$ cat src/rtl/eth_phy_10g_rx_lock_multi_pkg.sv
// Shared definitions for the multi-lane 64b/66b block-lock / BER monitor:
// sync-header codes, lane FSM state encoding and header classification.
package eth_phy_10g_rx_lock_multi_pkg;

  localparam logic [1:0] SYNC_DATA = 2'b10;
  localparam logic [1:0] SYNC_CTRL = 2'b01;

  // Per-lane BER error counter is fixed at 7 bits and saturates at 127.
  localparam int         ERR_CNT_W   = 7;
  localparam logic [6:0] ERR_CNT_MAX = 7'd127;

  typedef enum logic [1:0] {
    ST_UNLOCKED  = 2'd0,
    ST_SLIP_HIGH = 2'd1,
    ST_SLIP_LOW  = 2'd2,
    ST_LOCKED    = 2'd3
  } lane_state_e;

  // A sync header is legal only when its two bits differ.
  function automatic logic hdr_is_valid(input logic [1:0] hdr);
    return (hdr == SYNC_DATA) || (hdr == SYNC_CTRL);
  endfunction

endpackage

$ cat src/rtl/eth_phy_10g_rx_lock_multi_if.sv
// Bundle of the per-lane SERDES header inputs, lane configuration and the
// lock / BER status outputs of the receive lock monitor.
interface eth_phy_10g_rx_lock_multi_if
  import eth_phy_10g_rx_lock_multi_pkg::*;
#(
  parameter int LANES = 4
);

  logic [2*LANES-1:0]         serdes_rx_hdr;
  logic [LANES-1:0]           serdes_rx_hdr_valid;
  logic [LANES-1:0]           cfg_lane_enable;
  logic [LANES-1:0]           serdes_rx_bitslip;
  logic [LANES-1:0]           rx_block_lock;
  logic [LANES-1:0]           rx_high_ber;
  logic [ERR_CNT_W*LANES-1:0] rx_error_count;
  logic                       rx_all_locked;

  // SERDES / configuration side.
  modport master (
    output serdes_rx_hdr,
    output serdes_rx_hdr_valid,
    output cfg_lane_enable,
    input  serdes_rx_bitslip,
    input  rx_block_lock,
    input  rx_high_ber,
    input  rx_error_count,
    input  rx_all_locked
  );

  // Lock monitor side.
  modport slave (
    input  serdes_rx_hdr,
    input  serdes_rx_hdr_valid,
    input  cfg_lane_enable,
    output serdes_rx_bitslip,
    output rx_block_lock,
    output rx_high_ber,
    output rx_error_count,
    output rx_all_locked
  );

endinterface

$ cat src/rtl/eth_phy_10g_lane_lock.sv
// Single-lane 64b/66b sync-header lock FSM with timed bitslip, locked-state
// window monitoring and per-period invalid-header (BER) accumulation.
module eth_phy_10g_lane_lock
  import eth_phy_10g_rx_lock_multi_pkg::*;
#(
  parameter int LOCK_COUNT          = 64,
  parameter int WINDOW              = 64,
  parameter int BAD_LIMIT           = 16,
  parameter int BER_LIMIT           = 16,
  parameter int BITSLIP_HIGH_CYCLES = 1,
  parameter int BITSLIP_LOW_CYCLES  = 8
) (
  input  logic                 clk,
  input  logic                 rst_n,
  input  logic                 lane_enable,
  input  logic                 hdr_valid,
  input  logic [1:0]           hdr,
  input  logic                 ber_wrap,
  output logic                 bitslip,
  output logic                 block_lock,
  output logic                 high_ber,
  output logic [ERR_CNT_W-1:0] error_count
);

  localparam int GOOD_W   = $clog2(LOCK_COUNT + 1);
  localparam int WIN_W    = $clog2(WINDOW + 1);
  localparam int BAD_W    = $clog2(BAD_LIMIT + 1);
  localparam int SLIP_MAX = (BITSLIP_HIGH_CYCLES > BITSLIP_LOW_CYCLES) ?
                            BITSLIP_HIGH_CYCLES : BITSLIP_LOW_CYCLES;
  localparam int SLIP_W   = $clog2(SLIP_MAX + 1);
  // Threshold above the 7-bit counter range can never be reached.
  localparam int BER_LIM_SAT = (BER_LIMIT > 127) ? 128 : BER_LIMIT;

  localparam logic [GOOD_W-1:0] GOOD_ONE  = GOOD_W'(1);
  localparam logic [GOOD_W-1:0] GOOD_TGT  = GOOD_W'(LOCK_COUNT);
  localparam logic [WIN_W-1:0]  WIN_ONE   = WIN_W'(1);
  localparam logic [WIN_W-1:0]  WIN_TGT   = WIN_W'(WINDOW);
  localparam logic [BAD_W-1:0]  BAD_TGT   = BAD_W'(BAD_LIMIT);
  localparam logic [SLIP_W-1:0] SLIP_ONE  = SLIP_W'(1);
  localparam logic [SLIP_W-1:0] HIGH_LAST = SLIP_W'(BITSLIP_HIGH_CYCLES - 1);
  localparam logic [SLIP_W-1:0] LOW_LAST  =
    SLIP_W'((BITSLIP_LOW_CYCLES > 0) ? (BITSLIP_LOW_CYCLES - 1) : 0);
  localparam logic [7:0]        BER_TGT   = 8'(BER_LIM_SAT);

  lane_state_e          state_q, state_d;
  logic [GOOD_W-1:0]    good_q, good_d;
  logic [WIN_W-1:0]     win_q, win_d;
  logic [BAD_W-1:0]     bad_q, bad_d;
  logic [SLIP_W-1:0]    slip_q, slip_d;
  logic [ERR_CNT_W-1:0] ber_q, ber_d;
  logic                 bitslip_q, bitslip_d;
  logic                 lock_q, lock_d;
  logic                 high_ber_q, high_ber_d;
  logic [ERR_CNT_W-1:0] err_q, err_d;

  logic                 hdr_ok_s;
  logic                 hdr_bad_s;
  logic                 ber_counting_s;
  logic [GOOD_W-1:0]    good_inc_s;
  logic [WIN_W-1:0]     win_inc_s;
  logic [BAD_W-1:0]     bad_inc_s;
  logic [ERR_CNT_W-1:0] ber_next_s;

  assign hdr_ok_s   = hdr_is_valid(hdr);
  assign hdr_bad_s  = hdr_valid & ~hdr_ok_s;
  assign good_inc_s = good_q + GOOD_ONE;
  assign win_inc_s  = win_q + WIN_ONE;
  assign bad_inc_s  = bad_q + BAD_W'(hdr_bad_s);

  // Invalid headers are not counted while a bitslip is in progress.
  assign ber_counting_s = hdr_bad_s &&
                          ((state_q == ST_UNLOCKED) || (state_q == ST_LOCKED));
  assign ber_next_s = (ber_counting_s && (ber_q != ERR_CNT_MAX)) ?
                      (ber_q + 7'd1) : ber_q;

  // Next-state logic: lock FSM, window counters, BER period accumulation.
  always_comb begin
    state_d    = state_q;
    good_d     = good_q;
    win_d      = win_q;
    bad_d      = bad_q;
    slip_d     = slip_q;
    bitslip_d  = bitslip_q;
    lock_d     = lock_q;
    ber_d      = ber_q;
    high_ber_d = high_ber_q;
    err_d      = err_q;

    case (state_q)
      ST_UNLOCKED: begin
        if (hdr_valid) begin
          if (hdr_ok_s) begin
            if (good_inc_s == GOOD_TGT) begin
              state_d = ST_LOCKED;
              good_d  = '0;
              win_d   = '0;
              bad_d   = '0;
              lock_d  = 1'b1;
            end else begin
              good_d = good_inc_s;
            end
          end else begin
            state_d   = ST_SLIP_HIGH;
            good_d    = '0;
            slip_d    = '0;
            bitslip_d = 1'b1;
          end
        end else begin
          state_d = ST_UNLOCKED;
        end
      end
      ST_SLIP_HIGH: begin
        if (slip_q == HIGH_LAST) begin
          slip_d    = '0;
          bitslip_d = 1'b0;
          if (BITSLIP_LOW_CYCLES == 0) begin
            state_d = ST_UNLOCKED;
          end else begin
            state_d = ST_SLIP_LOW;
          end
        end else begin
          slip_d = slip_q + SLIP_ONE;
        end
      end
      ST_SLIP_LOW: begin
        if (slip_q == LOW_LAST) begin
          slip_d  = '0;
          state_d = ST_UNLOCKED;
        end else begin
          slip_d = slip_q + SLIP_ONE;
        end
      end
      ST_LOCKED: begin
        if (hdr_valid) begin
          // The current header is included before either limit is tested.
          if (bad_inc_s == BAD_TGT) begin
            state_d   = ST_SLIP_HIGH;
            lock_d    = 1'b0;
            bitslip_d = 1'b1;
            slip_d    = '0;
            win_d     = '0;
            bad_d     = '0;
          end else if (win_inc_s == WIN_TGT) begin
            win_d = '0;
            bad_d = '0;
          end else begin
            win_d = win_inc_s;
            bad_d = bad_inc_s;
          end
        end else begin
          state_d = ST_LOCKED;
        end
      end
      default: begin
        state_d   = ST_UNLOCKED;
        good_d    = '0;
        win_d     = '0;
        bad_d     = '0;
        slip_d    = '0;
        bitslip_d = 1'b0;
        lock_d    = 1'b0;
      end
    endcase

    // Period boundary: publish the finished period, including this cycle.
    if (ber_wrap) begin
      high_ber_d = ({1'b0, ber_next_s} >= BER_TGT);
      err_d      = ber_next_s;
      ber_d      = '0;
    end else begin
      ber_d = ber_next_s;
    end

    // A disabled lane is parked in its reset state with quiet outputs.
    if (!lane_enable) begin
      state_d    = ST_UNLOCKED;
      good_d     = '0;
      win_d      = '0;
      bad_d      = '0;
      slip_d     = '0;
      bitslip_d  = 1'b0;
      lock_d     = 1'b0;
      ber_d      = '0;
      high_ber_d = 1'b0;
      err_d      = '0;
    end else begin
      state_d = state_d;
    end
  end

  // Lane state and registered outputs.
  always_ff @(posedge clk or negedge rst_n) begin
    if (!rst_n) begin
      state_q    <= ST_UNLOCKED;
      good_q     <= '0;
      win_q      <= '0;
      bad_q      <= '0;
      slip_q     <= '0;
      bitslip_q  <= 1'b0;
      lock_q     <= 1'b0;
      ber_q      <= '0;
      high_ber_q <= 1'b0;
      err_q      <= '0;
    end else begin
      state_q    <= state_d;
      good_q     <= good_d;
      win_q      <= win_d;
      bad_q      <= bad_d;
      slip_q     <= slip_d;
      bitslip_q  <= bitslip_d;
      lock_q     <= lock_d;
      ber_q      <= ber_d;
      high_ber_q <= high_ber_d;
      err_q      <= err_d;
    end
  end

  assign bitslip     = bitslip_q;
  assign block_lock  = lock_q;
  assign high_ber    = high_ber_q;
  assign error_count = err_q;

endmodule

$ cat src/rtl/eth_phy_10g_rx_lock_multi.sv
// Multi-lane receive block-lock and BER monitor: one lock engine per lane,
// a shared 125 us period timer and the all-lanes-locked aggregate.
module eth_phy_10g_rx_lock_multi
  import eth_phy_10g_rx_lock_multi_pkg::*;
#(
  parameter int LANES               = 4,
  parameter int LOCK_COUNT          = 64,
  parameter int WINDOW              = 64,
  parameter int BAD_LIMIT           = 16,
  parameter int BER_LIMIT           = 16,
  parameter int BITSLIP_HIGH_CYCLES = 1,
  parameter int BITSLIP_LOW_CYCLES  = 8,
  parameter int COUNT_125US         = 19531
) (
  input logic                        clk,
  input logic                        rst_n,
  eth_phy_10g_rx_lock_multi_if.slave bus
);

  localparam int             TMR_W    = (COUNT_125US > 1) ? $clog2(COUNT_125US) : 1;
  localparam logic [TMR_W-1:0] TMR_LAST = TMR_W'(COUNT_125US - 1);
  localparam logic [TMR_W-1:0] TMR_ONE  = TMR_W'(1);

  logic [TMR_W-1:0]           timer_q, timer_d;
  logic                       wrap_s;
  logic                       all_locked_q, all_locked_d;
  logic [LANES-1:0]           bitslip_s;
  logic [LANES-1:0]           lock_s;
  logic [LANES-1:0]           high_ber_s;
  logic [ERR_CNT_W*LANES-1:0] err_cnt_s;

  // The wrap cycle is the last cycle of a period; lanes close it out then.
  assign wrap_s = (timer_q == TMR_LAST);

  // Free-running period timer, independent of lane state.
  always_comb begin
    if (wrap_s) begin
      timer_d = '0;
    end else begin
      timer_d = timer_q + TMR_ONE;
    end
  end

  // Locked-over-enabled-lanes aggregate; false when no lane is enabled.
  always_comb begin
    if (bus.cfg_lane_enable == '0) begin
      all_locked_d = 1'b0;
    end else begin
      all_locked_d = &(lock_s | ~bus.cfg_lane_enable);
    end
  end

  // Timer and aggregate registers.
  always_ff @(posedge clk or negedge rst_n) begin
    if (!rst_n) begin
      timer_q      <= '0;
      all_locked_q <= 1'b0;
    end else begin
      timer_q      <= timer_d;
      all_locked_q <= all_locked_d;
    end
  end

  for (genvar i = 0; i < LANES; i++) begin : g_lane
    eth_phy_10g_lane_lock #(
      .LOCK_COUNT          (LOCK_COUNT),
      .WINDOW              (WINDOW),
      .BAD_LIMIT           (BAD_LIMIT),
      .BER_LIMIT           (BER_LIMIT),
      .BITSLIP_HIGH_CYCLES (BITSLIP_HIGH_CYCLES),
      .BITSLIP_LOW_CYCLES  (BITSLIP_LOW_CYCLES)
    ) u_lane (
      .clk         (clk),
      .rst_n       (rst_n),
      .lane_enable (bus.cfg_lane_enable[i]),
      .hdr_valid   (bus.serdes_rx_hdr_valid[i]),
      .hdr         (bus.serdes_rx_hdr[2*i +: 2]),
      .ber_wrap    (wrap_s),
      .bitslip     (bitslip_s[i]),
      .block_lock  (lock_s[i]),
      .high_ber    (high_ber_s[i]),
      .error_count (err_cnt_s[ERR_CNT_W*i +: ERR_CNT_W])
    );
  end

  assign bus.serdes_rx_bitslip = bitslip_s;
  assign bus.rx_block_lock     = lock_s;
  assign bus.rx_high_ber       = high_ber_s;
  assign bus.rx_error_count    = err_cnt_s;
  assign bus.rx_all_locked     = all_locked_q;

endmodule

$ cat src/flat_wrapper.sv
// flat-port wrapper written by rule: the top's interface ports become plain ports
module eth_phy_10g_rx_lock_multi_flat import eth_phy_10g_rx_lock_multi_pkg::*;
#(
  parameter int LANES               = 4,
  parameter int LOCK_COUNT          = 64,
  parameter int WINDOW              = 64,
  parameter int BAD_LIMIT           = 16,
  parameter int BER_LIMIT           = 16,
  parameter int BITSLIP_HIGH_CYCLES = 1,
  parameter int BITSLIP_LOW_CYCLES  = 8,
  parameter int COUNT_125US         = 19531
)
  (clk, rst_n, bus_serdes_rx_hdr, bus_serdes_rx_hdr_valid, bus_cfg_lane_enable, bus_serdes_rx_bitslip, bus_rx_block_lock, bus_rx_high_ber, bus_rx_error_count, bus_rx_all_locked);
  eth_phy_10g_rx_lock_multi_if #(.LANES(LANES)) bus_i ();
  input logic clk;
  input logic rst_n;
  input wire logic [$bits(bus_i.serdes_rx_hdr)-1:0] bus_serdes_rx_hdr;
  input wire logic [$bits(bus_i.serdes_rx_hdr_valid)-1:0] bus_serdes_rx_hdr_valid;
  input wire logic [$bits(bus_i.cfg_lane_enable)-1:0] bus_cfg_lane_enable;
  output wire logic [$bits(bus_i.serdes_rx_bitslip)-1:0] bus_serdes_rx_bitslip;
  output wire logic [$bits(bus_i.rx_block_lock)-1:0] bus_rx_block_lock;
  output wire logic [$bits(bus_i.rx_high_ber)-1:0] bus_rx_high_ber;
  output wire logic [$bits(bus_i.rx_error_count)-1:0] bus_rx_error_count;
  output wire logic [$bits(bus_i.rx_all_locked)-1:0] bus_rx_all_locked;
  assign bus_i.serdes_rx_hdr = bus_serdes_rx_hdr;
  assign bus_i.serdes_rx_hdr_valid = bus_serdes_rx_hdr_valid;
  assign bus_i.cfg_lane_enable = bus_cfg_lane_enable;
  assign bus_serdes_rx_bitslip = bus_i.serdes_rx_bitslip;
  assign bus_rx_block_lock = bus_i.rx_block_lock;
  assign bus_rx_high_ber = bus_i.rx_high_ber;
  assign bus_rx_error_count = bus_i.rx_error_count;
  assign bus_rx_all_locked = bus_i.rx_all_locked;
  eth_phy_10g_rx_lock_multi #(.LANES(LANES), .LOCK_COUNT(LOCK_COUNT), .WINDOW(WINDOW), .BAD_LIMIT(BAD_LIMIT), .BER_LIMIT(BER_LIMIT), .BITSLIP_HIGH_CYCLES(BITSLIP_HIGH_CYCLES), .BITSLIP_LOW_CYCLES(BITSLIP_LOW_CYCLES), .COUNT_125US(COUNT_125US)) u_core (.clk(clk), .rst_n(rst_n), .bus(bus_i));
endmodule
$ cat config.mk
export PLATFORM = sky130hd
export DESIGN_NAME = eth_phy_10g_rx_lock_multi_flat
export DESIGN_NICKNAME = d
export VERILOG_FILES = /design/src/rtl/eth_phy_10g_rx_lock_multi_pkg.sv /design/src/rtl/eth_phy_10g_rx_lock_multi_if.sv /design/src/rtl/eth_phy_10g_lane_lock.sv /design/src/rtl/eth_phy_10g_rx_lock_multi.sv /design/src/flat_wrapper.sv
export SDC_FILE = /design/constraint.sdc
export NUM_CORES = 1
export LEC_CHECK = 0
export CAP_MARGIN = 5
export CORE_ASPECT_RATIO = 0.7
export CORE_MARGIN = 2
export CORE_UTILIZATION = 60
export CTS_BUF_LIST = sky130_fd_sc_hd__clkbuf_8
export DETAILED_ROUTE_END_ITERATION = 6
export PLACE_DENSITY = 0.82
export SETUP_SLACK_MARGIN = 0.4
export SYNTH_ARGS = -nofsm -noshare
export SYNTH_HDL_FRONTEND = slang
export SYNTH_SLANG_ARGS = --single-unit
$ cat constraint.sdc
create_clock -name clk -period 2.45 [get_ports clk]
set_input_delay 0.49 -clock clk [delete_from_list [all_inputs] [get_ports clk]]
set_output_delay 0.49 -clock clk [all_outputs]
set_load 0.05 [all_outputs]
==> results.yml, run 1 <==
power_and_ir_drop:
  intPower_w: 0.00451
  ir_drop_v: 0.000369
  switchingPower_w: 0.00204
  leakage_nw: 6.23
  switching_share_pct: 31.1
  seq_power_share_pct: 48.9
  comb_power_share_pct: 19.6
  total_power_w: 0.00655
  pwr-share-clk_pct: 31.5
  pwr_density_cell_mw_per_mm2: 487
die:
  initial_core_util_pct: 60.8
  die-area_mm2: 0.0183
  die_h_um: 114
  die_x_um: 161
  coreArea_mm2: 0.0170
  ioPinCount: 59
  rows: 40
yosys:
  syn_avg_cell_area_um2: 9.13
  synthAdderAreaFrac_pct: 5.57
  synth_simple_gate_area_share_pct: 22.3
  ys.flop_type: "dfrtp_1"
  syn-num-nets: 1196
  yosys.area.top_type: "dfrtp_1"
  synth_compound_area_share_pct: 19.5
  ys_seq_area_share_pct: 44.5
  netlist-cell-type-count: 77
  syn_area_mm2: 0.0103
  synth_edf_count: 0
  synth_top_family_by_area: "simple AND/OR/NAND/NOR gates"
  synth.area.top_cells: "dfrtp_1, ha_1, nand2_1, o21ai_0, nor2_1"
  synth.top_cell.area_share_pct: 44.5
  muxShareOfSynthArea_pct: 1.52
  synth_seq_cells: 184
  netlist_instances: 1132
  synthXorXnorAreaFrac_pct: 3.39
  yosysWarnings: 0
  async_flop_share_pct: 100
clock_tree:
  cts_max_path_buffers: 2
  path_clk_slew_ns: 0.10
  root_buffer: "clkbuf_8"
  numCtsBuffers: 17
  cts_tree: "built"
  htree_levels: 4
  cts_sinks: 184
  clk-insertion-delay-late_ns: 0.48
timing:
  worst_slew_pin_slew_ns: 0.586
  rsz0062_at_grt: "true"
  relSlewSlack_pct: 60.9
  min_period_over_period_pct: 86.7
  clock.fmax_ghz: 0.471
  setup_viol: 0
  period_minus_slack_ns: 2.12
  skew_ns: 0.0185
  tns_ns: 0
  slew_violations: 0
  setup_slack_ns: 0.327
  hold_viol_final: 0
  holdWs_ns: 0.506
place:
  post-place-ws_ns: -0.648
  place.gp.congestion: 0.855
  hpwl_mm: 17.3
  port_buffers: 58
global_route:
  grt_pass1_vias: 9039
  grt_max_degree: 58
  grt_overflow: 0
  grt_first_pass_wirelength_mm: 42.5
  antenna_found_initial: 0
  grt_usage_pct: 28.4
setup_path:
  crit_fanout: 5
  worst_setup_path_end_kind: "flip-flop"
  crit_type: "reg2reg"
  critPathTopFamily: "compound AO/OA/AOI/OAI gates"
  rr_startpoint: "u_core.g_lane[3].u_lane.bad_q[0]"
  cp_slowest_cell: "dfrtp_1"
  worstRegToRegCells: 8
  cp_common_cell: "ha_4"
  reg2reg_slack_ns: 0.33
  cpPeakStageDelay_ns: 0.42
  path_buf_inv: 1
  required_ns: 2.83
  worstReg2RegEnd: "u_core.g_lane[3].u_lane.state_q[0]"
  cp.arrival_ns: 2.50
  critPathLaunchType: "flip-flop"
  crit_path_cell_trace: "ha_4, ha_4, nor3b_2, o221a_4, buf_6, nor2_4, a221oi_4, mux2_4"
drt:
  vias_per_cell: 6.12
  ant_nets: 0
  drc_errors: 0
  drtIter0Drc: 809
  wl_per_cell_um: 17.4
  first_pass_iters: 6
  vias: 9499
  wirelength_mm: 27.0
layout:
  layout.area.seq_mm2: 0.00462
  multi_input_area_mm2: 0.00637
  fill_cells: 1049
  nets: 1371
  diodes: 0
  drive_above_1_share_pct: 27.0
  area_delta_synth_final_pct: 29.9
job:
  drv_cap: 0
hold_path:
  hold_class: "reg2reg"
  min-delay-start: "u_core.timer_q[13]"
  hold_path_depth: 1
  hold_end: "u_core.timer_q[13]"
run_status:
  status: "finished, final reports clean"
## synth_stat cells, drive strengths merged, types with 7 or more instances
library cell    n
o21ai         103
or4b            7
mux2i           9
and3           28
nand2b         17
nor2          109
or3             8
a21oi          48
nand3          68
nor2b          12
a31oi           9
and2           16
inv            38
nand2         146
nor3           18
a21o           12
dfrtp         184
buf            15
o211ai         12
nand4          10
o31ai          14
xor2           24
xnor2          16
clkbuf         23
a22o           21
ha             46
## per-layer routing
layer  routed length, um  global-route usage, %  share of wire (%)
met3                1620                   4.98                6.0
met5                   0                      0                  0
met2               13000                   46.5                 48
met1               11900                   39.0                 44
met4                 540                   9.23                2.0
## power by group through the flow
stage	logic [W]	registers, W	clock network (W)
3_3_place_gp	0.00108	0.00325	0
2_1_floorplan	0.000702	0.00323	0
6_report	0.00129	0.00320	0.00206
4_1_cts	0.00116	0.00319	0.00209
5_1_grt	0.00139	0.00321	0.00223
3_5_place_dp	0.00111	0.00326	0
## cell type report
type | count | share of cell area, %
Inverter | 38 | 1.08
Multi-Input combinational cell | 874 | 47.4
Sequential cell | 184 | 34.4
Clock inverter | 14 | 1.05
Tap cell | 231 | 2.15
Clock buffer | 18 | 1.84
Timing Repair Buffer | 192 | 12.1
## worst max-delay path by stage
stage	startpoint	endpoint	slack, ns	depth (start not counted)
2_1_floorplan	bus_serdes_rx_hdr[2]	u_core.g_lane[1].u_lane.slip_q[2]	-0.15	10
3_3_place_gp	bus_serdes_rx_hdr[2]	u_core.g_lane[1].u_lane.bad_q[2]	-0.59	12
3_5_place_dp	bus_serdes_rx_hdr[2]	u_core.g_lane[1].u_lane.bad_q[2]	-0.65	12
4_1_cts	u_core.g_lane[3].u_lane.bad_q[0]	u_core.g_lane[3].u_lane.win_q[6]	0.29	7
5_1_grt	u_core.g_lane[3].u_lane.state_q[1]	u_core.g_lane[3].u_lane.slip_q[3]	0.25	7
6_report	u_core.g_lane[3].u_lane.bad_q[0]	u_core.g_lane[3].u_lane.state_q[0]	0.33	8
## per-stage QoR
| step | instances | utilization (%) | cell area, um^2 |
|---|---|---|---|
| floorplan | 1132 | - | 10800 |
| global placement | 1476 | 71.6 | 12200 |
| detailed placement | 1476 | 71.6 | 12200 |
| CTS | 1528 | 75.5 | 12800 |
| global route | 1551 | 78.9 | 13400 |
| finish | 1551 | 78.9 | 13400 |
## sequential cells by signal (all words and copies together), names as in the netlist
| register | flops |
|---|---|
| u_core.bus.rx_all_locked | 1 |
| u_core.g_lane.u_lane.bad_q | 20 |
| u_core.g_lane.u_lane.ber_q | 28 |
| u_core.g_lane.u_lane.bitslip | 4 |
| u_core.g_lane.u_lane.block_lock | 4 |
| u_core.g_lane.u_lane.error_count | 28 |
| u_core.g_lane.u_lane.good_q | 28 |
| u_core.g_lane.u_lane.high_ber | 4 |
| u_core.g_lane.u_lane.slip_q | 16 |
| u_core.g_lane.u_lane.state_q | 8 |
| u_core.g_lane.u_lane.win_q | 28 |
| u_core.timer_q | 15 |
## logic make-up (layout without fill, tap and decap cells)
kind of cell | count (synthesis) | after routing
simple gates | 474 | 475
compound gates | 297 | 298
flops | 184 | 184
buf+inv | 76 | 262
fa+ha+maj | 46 | 46
xor+xnor | 40 | 40
mux | 15 | 15
## worst register-to-register path: cells and delay by family, from the launching register on
family / cells / cell delay [ns]
multiplexers: 1 / 0.33
AND/OR/NAND/NOR: 2 / 0.25
buffers and inverters: 1 / 0.10
AO/OA/AOI/OAI: 2 / 0.55
adder cells (fa/ha/maj): 2 / 0.36
flip-flops: 1 / 0.42
## repair_timing
item                                    4_1_cts  5_1_grt
hold endpoints to repair                     30        0
hold buffers                                  1        0
endpoints found under the setup margin      162      125
gates cloned                                  1        2
pin swaps                                    33       34
resized for setup                           121      102
buffers inserted                             18       21
## cells in the final DEF, fill, tap and decap left out, drive strengths merged, types with 7 or more instances in the layout
cell type / Yosys / layout
xor2: 24 / 24
inv: 38 / 44
or4b: 7 / 7
a22o: 21 / 21
dlygate4sd2: 0 / 42
ha: 46 / 46
o211ai: 12 / 12
a31oi: 9 / 9
dfrtp: 184 / 184
nand3: 68 / 68
a21o: 12 / 12
o21ai: 103 / 103
or4: 6 / 7
or3: 8 / 8
and3: 28 / 28
and2: 16 / 16
nor2b: 12 / 12
nand2: 146 / 146
nor3: 18 / 18
nand4: 10 / 10
xnor2: 16 / 16
o31ai: 14 / 14
mux2i: 9 / 9
buf: 15 / 140
clkbuf: 23 / 21
nand2b: 17 / 17
nor2: 109 / 109
a21oi: 48 / 48
Power figures use the tool's default switching activity.
==> inputs of run 2 (changes only) <==
--- a/config.mk
+++ b/config.mk
@@ -13,6 +13,7 @@
 export DETAILED_ROUTE_END_ITERATION = 6
 export PLACE_DENSITY = 0.82
 export SETUP_SLACK_MARGIN = 0.4
+export SKIP_LAST_GASP = 1
 export SYNTH_ARGS = -nofsm -noshare
 export SYNTH_HDL_FRONTEND = slang
 export SYNTH_SLANG_ARGS = --single-unit
==> results of run 2 <==
Final layout, timing and power as in run 1 (identical DEF).
